===== src/rtl/rv_pkg.sv =====
// Shared RV32I decode definitions: opcode map, funct7 patterns, ALU operation
// codes, immediate formats and the decoded bundle handed from decode to execute.
package rv_pkg;

    localparam logic [6:0] OPC_LOAD     = 7'b0000011;
    localparam logic [6:0] OPC_MISC_MEM = 7'b0001111;
    localparam logic [6:0] OPC_OP_IMM   = 7'b0010011;
    localparam logic [6:0] OPC_AUIPC    = 7'b0010111;
    localparam logic [6:0] OPC_STORE    = 7'b0100011;
    localparam logic [6:0] OPC_OP       = 7'b0110011;
    localparam logic [6:0] OPC_LUI      = 7'b0110111;
    localparam logic [6:0] OPC_BRANCH   = 7'b1100011;
    localparam logic [6:0] OPC_JALR     = 7'b1100111;
    localparam logic [6:0] OPC_JAL      = 7'b1101111;

    localparam logic [6:0] F7_BASE   = 7'b0000000;
    localparam logic [6:0] F7_ALT    = 7'b0100000;
    localparam logic [6:0] F7_MULDIV = 7'b0000001;

    // ALU opcode layout is {muldiv, alt, funct3}
    localparam logic [4:0] ALU_ADD = 5'b00000;
    localparam logic [4:0] ALU_SUB = 5'b01000;
    localparam logic [4:0] ALU_SRA = 5'b01101;
    localparam logic [4:0] ALU_MUL = 5'b10000;

    typedef enum logic [2:0] {
        IMM_NONE = 3'd0,
        IMM_I    = 3'd1,
        IMM_S    = 3'd2,
        IMM_B    = 3'd3,
        IMM_U    = 3'd4,
        IMM_J    = 3'd5
    } imm_fmt_e;

    typedef struct packed {
        logic        write_en;
        logic [4:0]  write_addr;
        logic [4:0]  read_addr1;
        logic [4:0]  read_addr2;
        logic [31:0] immediate;
        logic [4:0]  alu_opcode;
        logic        alu_src_imm;
        logic        mem_read_en;
        logic        mem_write_en;
        logic [2:0]  funct3;
        logic        branch_en;
        logic        jal_en;
        logic        jalr_en;
        logic        auipc_en;
        logic        illegal;
    } dec_bundle_t;

    // Sign-extended immediate for the given instruction format
    function automatic logic [31:0] gen_imm(input logic [31:0] inst, input imm_fmt_e fmt);
        logic [31:0] imm;
        case (fmt)
            IMM_I:   imm = {{20{inst[31]}}, inst[31:20]};
            IMM_S:   imm = {{20{inst[31]}}, inst[31:25], inst[11:7]};
            IMM_B:   imm = {{19{inst[31]}}, inst[31], inst[7], inst[30:25], inst[11:8], 1'b0};
            IMM_U:   imm = {inst[31:12], 12'h000};
            IMM_J:   imm = {{11{inst[31]}}, inst[31], inst[19:12], inst[20], inst[30:21], 1'b0};
            default: imm = 32'h0000_0000;
        endcase
        return imm;
    endfunction

endpackage


===== src/rtl/inst_decode.sv =====
// Purely combinational RV32I(+M) instruction decoder. Illegal encodings come
// out with every enable and every operand field cleared, only funct3 and the
// illegal flag survive.
module inst_decode
    import rv_pkg::*;
#(
    parameter bit ENABLE_M = 1'b0
) (
    input  logic [31:0]  inst_i,
    output dec_bundle_t  bundle_o
);

    logic [6:0] opcode_s;
    logic [6:0] funct7_s;
    logic [2:0] funct3_s;
    logic [4:0] rd_s;
    logic [4:0] rs1_s;
    logic [4:0] rs2_s;
    imm_fmt_e   fmt_s;
    logic [4:0] alu_op_s;
    logic       writes_s;
    logic       illegal_s;
    logic       rs1_zero_s;
    logic       src_imm_s;
    logic       mem_rd_s;
    logic       mem_wr_s;
    logic       branch_s;
    logic       jal_s;
    logic       jalr_s;
    logic       auipc_s;

    assign opcode_s = inst_i[6:0];
    assign rd_s     = inst_i[11:7];
    assign funct3_s = inst_i[14:12];
    assign rs1_s    = inst_i[19:15];
    assign rs2_s    = inst_i[24:20];
    assign funct7_s = inst_i[31:25];

    // Classify the opcode into controls, immediate format and legality
    always_comb begin
        fmt_s      = IMM_NONE;
        alu_op_s   = ALU_ADD;
        writes_s   = 1'b0;
        illegal_s  = 1'b0;
        rs1_zero_s = 1'b0;
        src_imm_s  = 1'b0;
        mem_rd_s   = 1'b0;
        mem_wr_s   = 1'b0;
        branch_s   = 1'b0;
        jal_s      = 1'b0;
        jalr_s     = 1'b0;
        auipc_s    = 1'b0;
        case (opcode_s)
            OPC_OP: begin
                writes_s = 1'b1;
                if (ENABLE_M && (funct7_s == F7_MULDIV)) begin
                    alu_op_s = ALU_MUL | {2'b00, funct3_s};
                end else begin
                    alu_op_s = {1'b0, inst_i[30], funct3_s};
                end
                if (funct7_s == F7_BASE) begin
                    illegal_s = 1'b0;
                end else if ((funct7_s == F7_ALT) && ((funct3_s == 3'b000) || (funct3_s == 3'b101))) begin
                    illegal_s = 1'b0;
                end else if (ENABLE_M && (funct7_s == F7_MULDIV)) begin
                    illegal_s = 1'b0;
                end else begin
                    illegal_s = 1'b1;
                end
            end
            OPC_OP_IMM: begin
                writes_s  = 1'b1;
                src_imm_s = 1'b1;
                fmt_s     = IMM_I;
                if (funct3_s == 3'b101) begin
                    // shift-right: bit 30 selects arithmetic vs logical
                    alu_op_s  = {1'b0, inst_i[30], funct3_s};
                    illegal_s = (funct7_s != F7_BASE) && (funct7_s != F7_ALT);
                end else if (funct3_s == 3'b001) begin
                    alu_op_s  = {2'b00, funct3_s};
                    illegal_s = (funct7_s != F7_BASE);
                end else begin
                    alu_op_s  = {2'b00, funct3_s};
                    illegal_s = 1'b0;
                end
            end
            OPC_LOAD: begin
                writes_s  = 1'b1;
                mem_rd_s  = 1'b1;
                src_imm_s = 1'b1;
                fmt_s     = IMM_I;
                illegal_s = (funct3_s == 3'b011) || (funct3_s[2:1] == 2'b11);
            end
            OPC_STORE: begin
                mem_wr_s  = 1'b1;
                src_imm_s = 1'b1;
                fmt_s     = IMM_S;
                illegal_s = (funct3_s > 3'b010);
            end
            OPC_BRANCH: begin
                branch_s  = 1'b1;
                alu_op_s  = ALU_SUB;
                fmt_s     = IMM_B;
                illegal_s = (funct3_s[2:1] == 2'b01);
            end
            OPC_JAL: begin
                writes_s = 1'b1;
                jal_s    = 1'b1;
                fmt_s    = IMM_J;
            end
            OPC_JALR: begin
                writes_s  = 1'b1;
                jalr_s    = 1'b1;
                src_imm_s = 1'b1;
                fmt_s     = IMM_I;
                illegal_s = (funct3_s != 3'b000);
            end
            OPC_LUI: begin
                writes_s   = 1'b1;
                src_imm_s  = 1'b1;
                rs1_zero_s = 1'b1;
                fmt_s      = IMM_U;
            end
            OPC_AUIPC: begin
                writes_s  = 1'b1;
                auipc_s   = 1'b1;
                src_imm_s = 1'b1;
                fmt_s     = IMM_U;
            end
            OPC_MISC_MEM: begin
                illegal_s = 1'b0;
            end
            default: begin
                illegal_s = 1'b1;
            end
        endcase
    end

    // Assemble the bundle; an illegal encoding suppresses every side effect
    always_comb begin
        bundle_o        = '0;
        bundle_o.funct3 = funct3_s;
        if (illegal_s) begin
            bundle_o.illegal = 1'b1;
        end else begin
            bundle_o.write_en     = writes_s && (rd_s != 5'd0);
            bundle_o.write_addr   = rd_s;
            bundle_o.read_addr1   = rs1_zero_s ? 5'd0 : rs1_s;
            bundle_o.read_addr2   = rs2_s;
            bundle_o.immediate    = gen_imm(inst_i, fmt_s);
            bundle_o.alu_opcode   = alu_op_s;
            bundle_o.alu_src_imm  = src_imm_s;
            bundle_o.mem_read_en  = mem_rd_s;
            bundle_o.mem_write_en = mem_wr_s;
            bundle_o.branch_en    = branch_s;
            bundle_o.jal_en       = jal_s;
            bundle_o.jalr_en      = jalr_s;
            bundle_o.auipc_en     = auipc_s;
        end
    end

endmodule


===== src/rtl/decode_stage.sv =====
// Registered decode stage between fetch and execute: one output register with
// a valid/ready handshake, flush, and synchronous reset around inst_decode.
// Only XLEN = 32 is supported in this generation.
module decode_stage
    import rv_pkg::*;
#(
    parameter int XLEN     = 32'd32,
    parameter bit ENABLE_M = 1'b0
) (
    input  logic            clk,
    input  logic            reset,
    input  logic            flush,
    input  logic            in_valid,
    output logic            in_ready,
    input  logic [31:0]     ip_inst,
    input  logic [XLEN-1:0] ip_pc,
    output logic            out_valid,
    input  logic            out_ready,
    output logic [XLEN-1:0] pc,
    output logic            write_en,
    output logic [4:0]      write_addr,
    output logic [4:0]      read_addr1,
    output logic [4:0]      read_addr2,
    output logic [XLEN-1:0] immediate,
    output logic [4:0]      alu_opcode,
    output logic            alu_src_imm,
    output logic            mem_read_en,
    output logic            mem_write_en,
    output logic [2:0]      funct3,
    output logic            branch_en,
    output logic            jal_en,
    output logic            jalr_en,
    output logic            auipc_en,
    output logic            illegal
);

    dec_bundle_t     dec_s;
    dec_bundle_t     bundle_d;
    dec_bundle_t     bundle_q;
    logic [XLEN-1:0] pc_d;
    logic [XLEN-1:0] pc_q;
    logic            valid_d;
    logic            valid_q;
    logic            accept_s;

    inst_decode #(
        .ENABLE_M (ENABLE_M)
    ) u_inst_decode (
        .inst_i   (ip_inst),
        .bundle_o (dec_s)
    );

    // Flush keeps in_ready high so fetch can advance while the stage empties
    assign in_ready = flush || !valid_q || out_ready;
    assign accept_s = in_valid && in_ready;

    // Next state: flush clears, a transfer loads, a drain empties, else hold
    always_comb begin
        valid_d  = valid_q;
        bundle_d = bundle_q;
        pc_d     = pc_q;
        if (flush) begin
            valid_d  = 1'b0;
            bundle_d = '0;
            pc_d     = '0;
        end else if (accept_s) begin
            valid_d  = 1'b1;
            bundle_d = dec_s;
            pc_d     = ip_pc;
        end else if (out_ready) begin
            valid_d  = 1'b0;
        end else begin
            valid_d  = valid_q;
        end
    end

    // Output register with synchronous active-high reset
    always_ff @(posedge clk) begin
        if (reset) begin
            valid_q  <= 1'b0;
            bundle_q <= '0;
            pc_q     <= '0;
        end else begin
            valid_q  <= valid_d;
            bundle_q <= bundle_d;
            pc_q     <= pc_d;
        end
    end

    assign out_valid    = valid_q;
    assign pc           = pc_q;
    assign write_en     = bundle_q.write_en;
    assign write_addr   = bundle_q.write_addr;
    assign read_addr1   = bundle_q.read_addr1;
    assign read_addr2   = bundle_q.read_addr2;
    assign immediate    = bundle_q.immediate;
    assign alu_opcode   = bundle_q.alu_opcode;
    assign alu_src_imm  = bundle_q.alu_src_imm;
    assign mem_read_en  = bundle_q.mem_read_en;
    assign mem_write_en = bundle_q.mem_write_en;
    assign funct3       = bundle_q.funct3;
    assign branch_en    = bundle_q.branch_en;
    assign jal_en       = bundle_q.jal_en;
    assign jalr_en      = bundle_q.jalr_en;
    assign auipc_en     = bundle_q.auipc_en;
    assign illegal      = bundle_q.illegal;

endmodule


===== config.mk =====
export PLATFORM = sky130hd
export DESIGN_NAME = decode_stage
export DESIGN_NICKNAME = d
export VERILOG_FILES = /design/src/rtl/rv_pkg.sv /design/src/rtl/inst_decode.sv /design/src/rtl/decode_stage.sv
export SDC_FILE = /design/constraint.sdc
export NUM_CORES = 1
export LEC_CHECK = 0
export BUFFER_PORTS_ARGS = -buffer_cell sky130_fd_sc_hd__buf_2
export CAP_MARGIN = 10
export CORE_UTILIZATION = 45
export DETAILED_ROUTE_END_ITERATION = 10
export GPL_ROUTABILITY_DRIVEN = 1
export HOLD_SLACK_MARGIN = 0.06
export PLACE_DENSITY = 0.8
export SYNTH_ARGS = -nofsm -noshare
export SYNTH_HDL_FRONTEND = slang
export SYNTH_SLANG_ARGS = --single-unit
export TNS_END_PERCENT = 50

===== constraint.sdc =====
create_clock -name clk -period 2.65 [get_ports clk]
set_clock_uncertainty 0.2 [all_clocks]
set_input_delay 0.1325 -clock clk [delete_from_list [all_inputs] [get_ports clk]]
set_output_delay 0.1325 -clock clk [all_outputs]
set_load 0.005 [all_outputs]

==> impl_metrics.env <==
export IMPL_avgSynthCellArea_um2=8.328
export IMPL_syn_inst=474
export IMPL_antennaDiodeCount=0
export IMPL_cts_setup_buffers=0
export IMPL_ys_flop_type="dfxtp_1"
export IMPL_ant_nets=0
export IMPL_max_vdd_ir_drop_mv=0.3131
export IMPL_dp_cells=715
export IMPL_fmax_mhz=413.7
export IMPL_setup_violations=0
export IMPL_ys_seq_elements=96
export IMPL_hp_class="input pin to register"
export IMPL_timing_max_slew_rel_slack_pct=57.44
export IMPL_yosysWarnings=0
export IMPL_num_vias=4179
export IMPL_drive_gt1_share_pct=29.94
export IMPL_grt_max_degree=59
export IMPL_cp_cell_sequence="dlygate4sd3_1, buf_2, nand4b_1, nor3_1, a2111oi_4, nand2_1, nor3_4, a32o_1"
export IMPL_async_reset_ff_share_pct=0
export IMPL_dpl_hpwl_um=7857
export IMPL_row_count=33
export IMPL_routed_via_density=5.270
export IMPL_critPathBufInv=2
export IMPL_wl_per_cell_um=15.08
export IMPL_syn_num_nets=543
export IMPL_maxSlewViolCount=0
export IMPL_drcViolationCount=0
export IMPL_fin_tns_setup_ps=0
export IMPL_layout_common_cells="buf_2 (165), nand2_1 (143), dfxtp_1 (96)"
export IMPL_fin_crit_sh_pct=91.22
export IMPL_die_area_um2=9151
export IMPL_hold_viol=0
export IMPL_instances_no_fill=793
export IMPL_die_h_um=95.66
export IMPL_clkTransAtPathRegs_ps=110
export IMPL_drt_iter0_drc=301
export IMPL_end_kind="register"
export IMPL_rsz0062_at_grt="no"
export IMPL_gp_congestion=0.8821
export IMPL_cts_tree="yes"
export IMPL_grt_pass1_wl_um=18410
export IMPL_finalNetCount=752
export IMPL_yosys_cell_types_count=57
export IMPL_htree_num_levels=3
export IMPL_yosys_area_top_type_share_pct=48.68
export IMPL_synth_top_cell_by_area="dfxtp_1"
export IMPL_cellLeakagePower_uw=0.002538
export IMPL_drtPass1Iterations=5
export IMPL_routed_wl_um=11960
export IMPL_grt_usage_pct=25.93
export IMPL_cts_inserted_buffers=9
export IMPL_arrival_ps=2510
export IMPL_cts_sink_count=96
export IMPL_portBuffers=165
export IMPL_worst_pin_slew_ps=622.3
export IMPL_synth_area_leaders="dfxtp_1 (49%), nand2_1 (14%), a21oi_1 (7.0%)"
export IMPL_syn_to_final_growth_pct=42.28
export IMPL_coreArea_um2=8341
export IMPL_start_util_pct=47.33
export IMPL_io_pins=167
export IMPL_die_w_um=95.66
export IMPL_critical_path_class="input pin to register"
export IMPL_grt_overflow_total=0
export IMPL_start_kind="input pin"
export IMPL_final_common_cell="buf_2"
export IMPL_cp_max_fo=18
export IMPL_power_density_nw_per_um2=503.7
export IMPL_cp_slowest_cell="dlygate4sd3_1"
export IMPL_max_cap_violations=0
export IMPL_cts_root_buf="clkbuf_8"
export IMPL_outcome="finished clean"
export IMPL_synth_edf_count=0
export IMPL_grt_antenna_before_repair=0
export IMPL_clkLatencyLatePin_ps=360
export IMPL_synth_area_um2=3948
export IMPL_ys_seq_area_share_pct=48.68
export IMPL_required_ps=2740
export IMPL_period_minus_slack_ps=2417
export IMPL_cts_max_path_buffers=2
export IMPL_slowest_delay_ps=520
export IMPL_critical_path_top_delay_family="simple AND/OR/NAND/NOR gates"
export IMPL_first_global_vias=3967
metrics by stage:
stage	worst slack [ps]	utilization [%]	power, uW	instance area [um2]	hold WS (ps)
final	232.7	67.34	2829	5617	85.22
after CTS	69.67	67.27	2835	5610	62.47
after global routing	63.69	67.34	2946	5617	77.48
after global placement	304.7	57.17	1753	4768	172.4
after floorplan	672.0	-	1648	3948	49.93
after detailed placement	213.9	57.17	1758	4768	181.4
flip-flops by register name (all words and copies together) (netlist names), 3 cells and up:
name / flops
pc: 32
alu_opcode: 4
funct3: 3
write_addr: 5
read_addr2: 5
immediate: 32
read_addr1: 5
where the power goes:
group          leakage, uW  total, uW  internal, uW  switching [uW]
registers         0.000777       1470          1460            10.1
clock network     0.000112       1020           485             539
logic              0.00165        333           158             176
total              0.00254       2830          2100             725
worst register-to-register path: stages (launching register included):
cell and delay (ps):
dfxtp_1 330, or3b_1 200, nand2_2 100, a2111oi_4 380
nand2_1 170, nor3_4 470, a32o_1 260
layout make-up:
class | count | area [um2]
clock buffers | 10 | 137.6
fillers | 717 | 2724
multi-input cells | 338 | 1819
flip-flops and latches | 96 | 1922
inverters | 5 | 18.77
repair buffers | 233 | 1504
well taps | 105 | 131.4
clock inverters | 6 | 83.83
kinds of logic after synthesis:
kind of cell	Yosys count	synth area share, %
compound gates	138	22.38
flops	96	48.68
buf+inv	40	5.578
simple gates	198	23.04
other cells	1	0.09500
xor+xnor	1	0.2219
Yosys cell counts (3+ instances only):
cell type	count
a22o_1	22
buf_2	8
o21ai_1	3
a22oi_1	4
o21ai_0	33
a21oi_1	55
nand3_1	3
nor2_1	14
and2_1	3
dfxtp_1	96
clkbuf_1	15
buf_6	4
buf_4	8
inv_1	5
nor3_1	7
nand2_1	143
o31ai_1	4
worst paths after layout:
check / from / cells after the start / to / slack [ps]
hold reg to reg: immediate[20] / 2 / immediate[20] / 260
hold / removal: ip_inst[2] / 3 / mem_read_en / 90
setup / recovery: ip_inst[4] / 8 / immediate[31] / 230
setup reg to reg: out_valid / 6 / immediate[31] / 500
layer usage:
| layer | track usage [%] | wire [um] | up-vias |
|---|---|---|---|
| li1 | - | - | 2043 |
| met2 | 45.54 | 5785 | 201 |
| met4 | 9.701 | 294 | 0 |
| met5 | 0 | 0 | - |
| met1 | 30.28 | 4925 | 1907 |
| met3 | 6.459 | 955 | 28 |
repair_timing:
| item | in CTS | in global routing |
|---|---|---|
| hold endpoints to repair | 88 | 0 |
| endpoints found under the setup margin | 0 | 15 |
| resized for setup | 0 | 1 |
| hold buffers | 62 | 0 |
No activity file was read; power rests on OpenSTA's default activity.
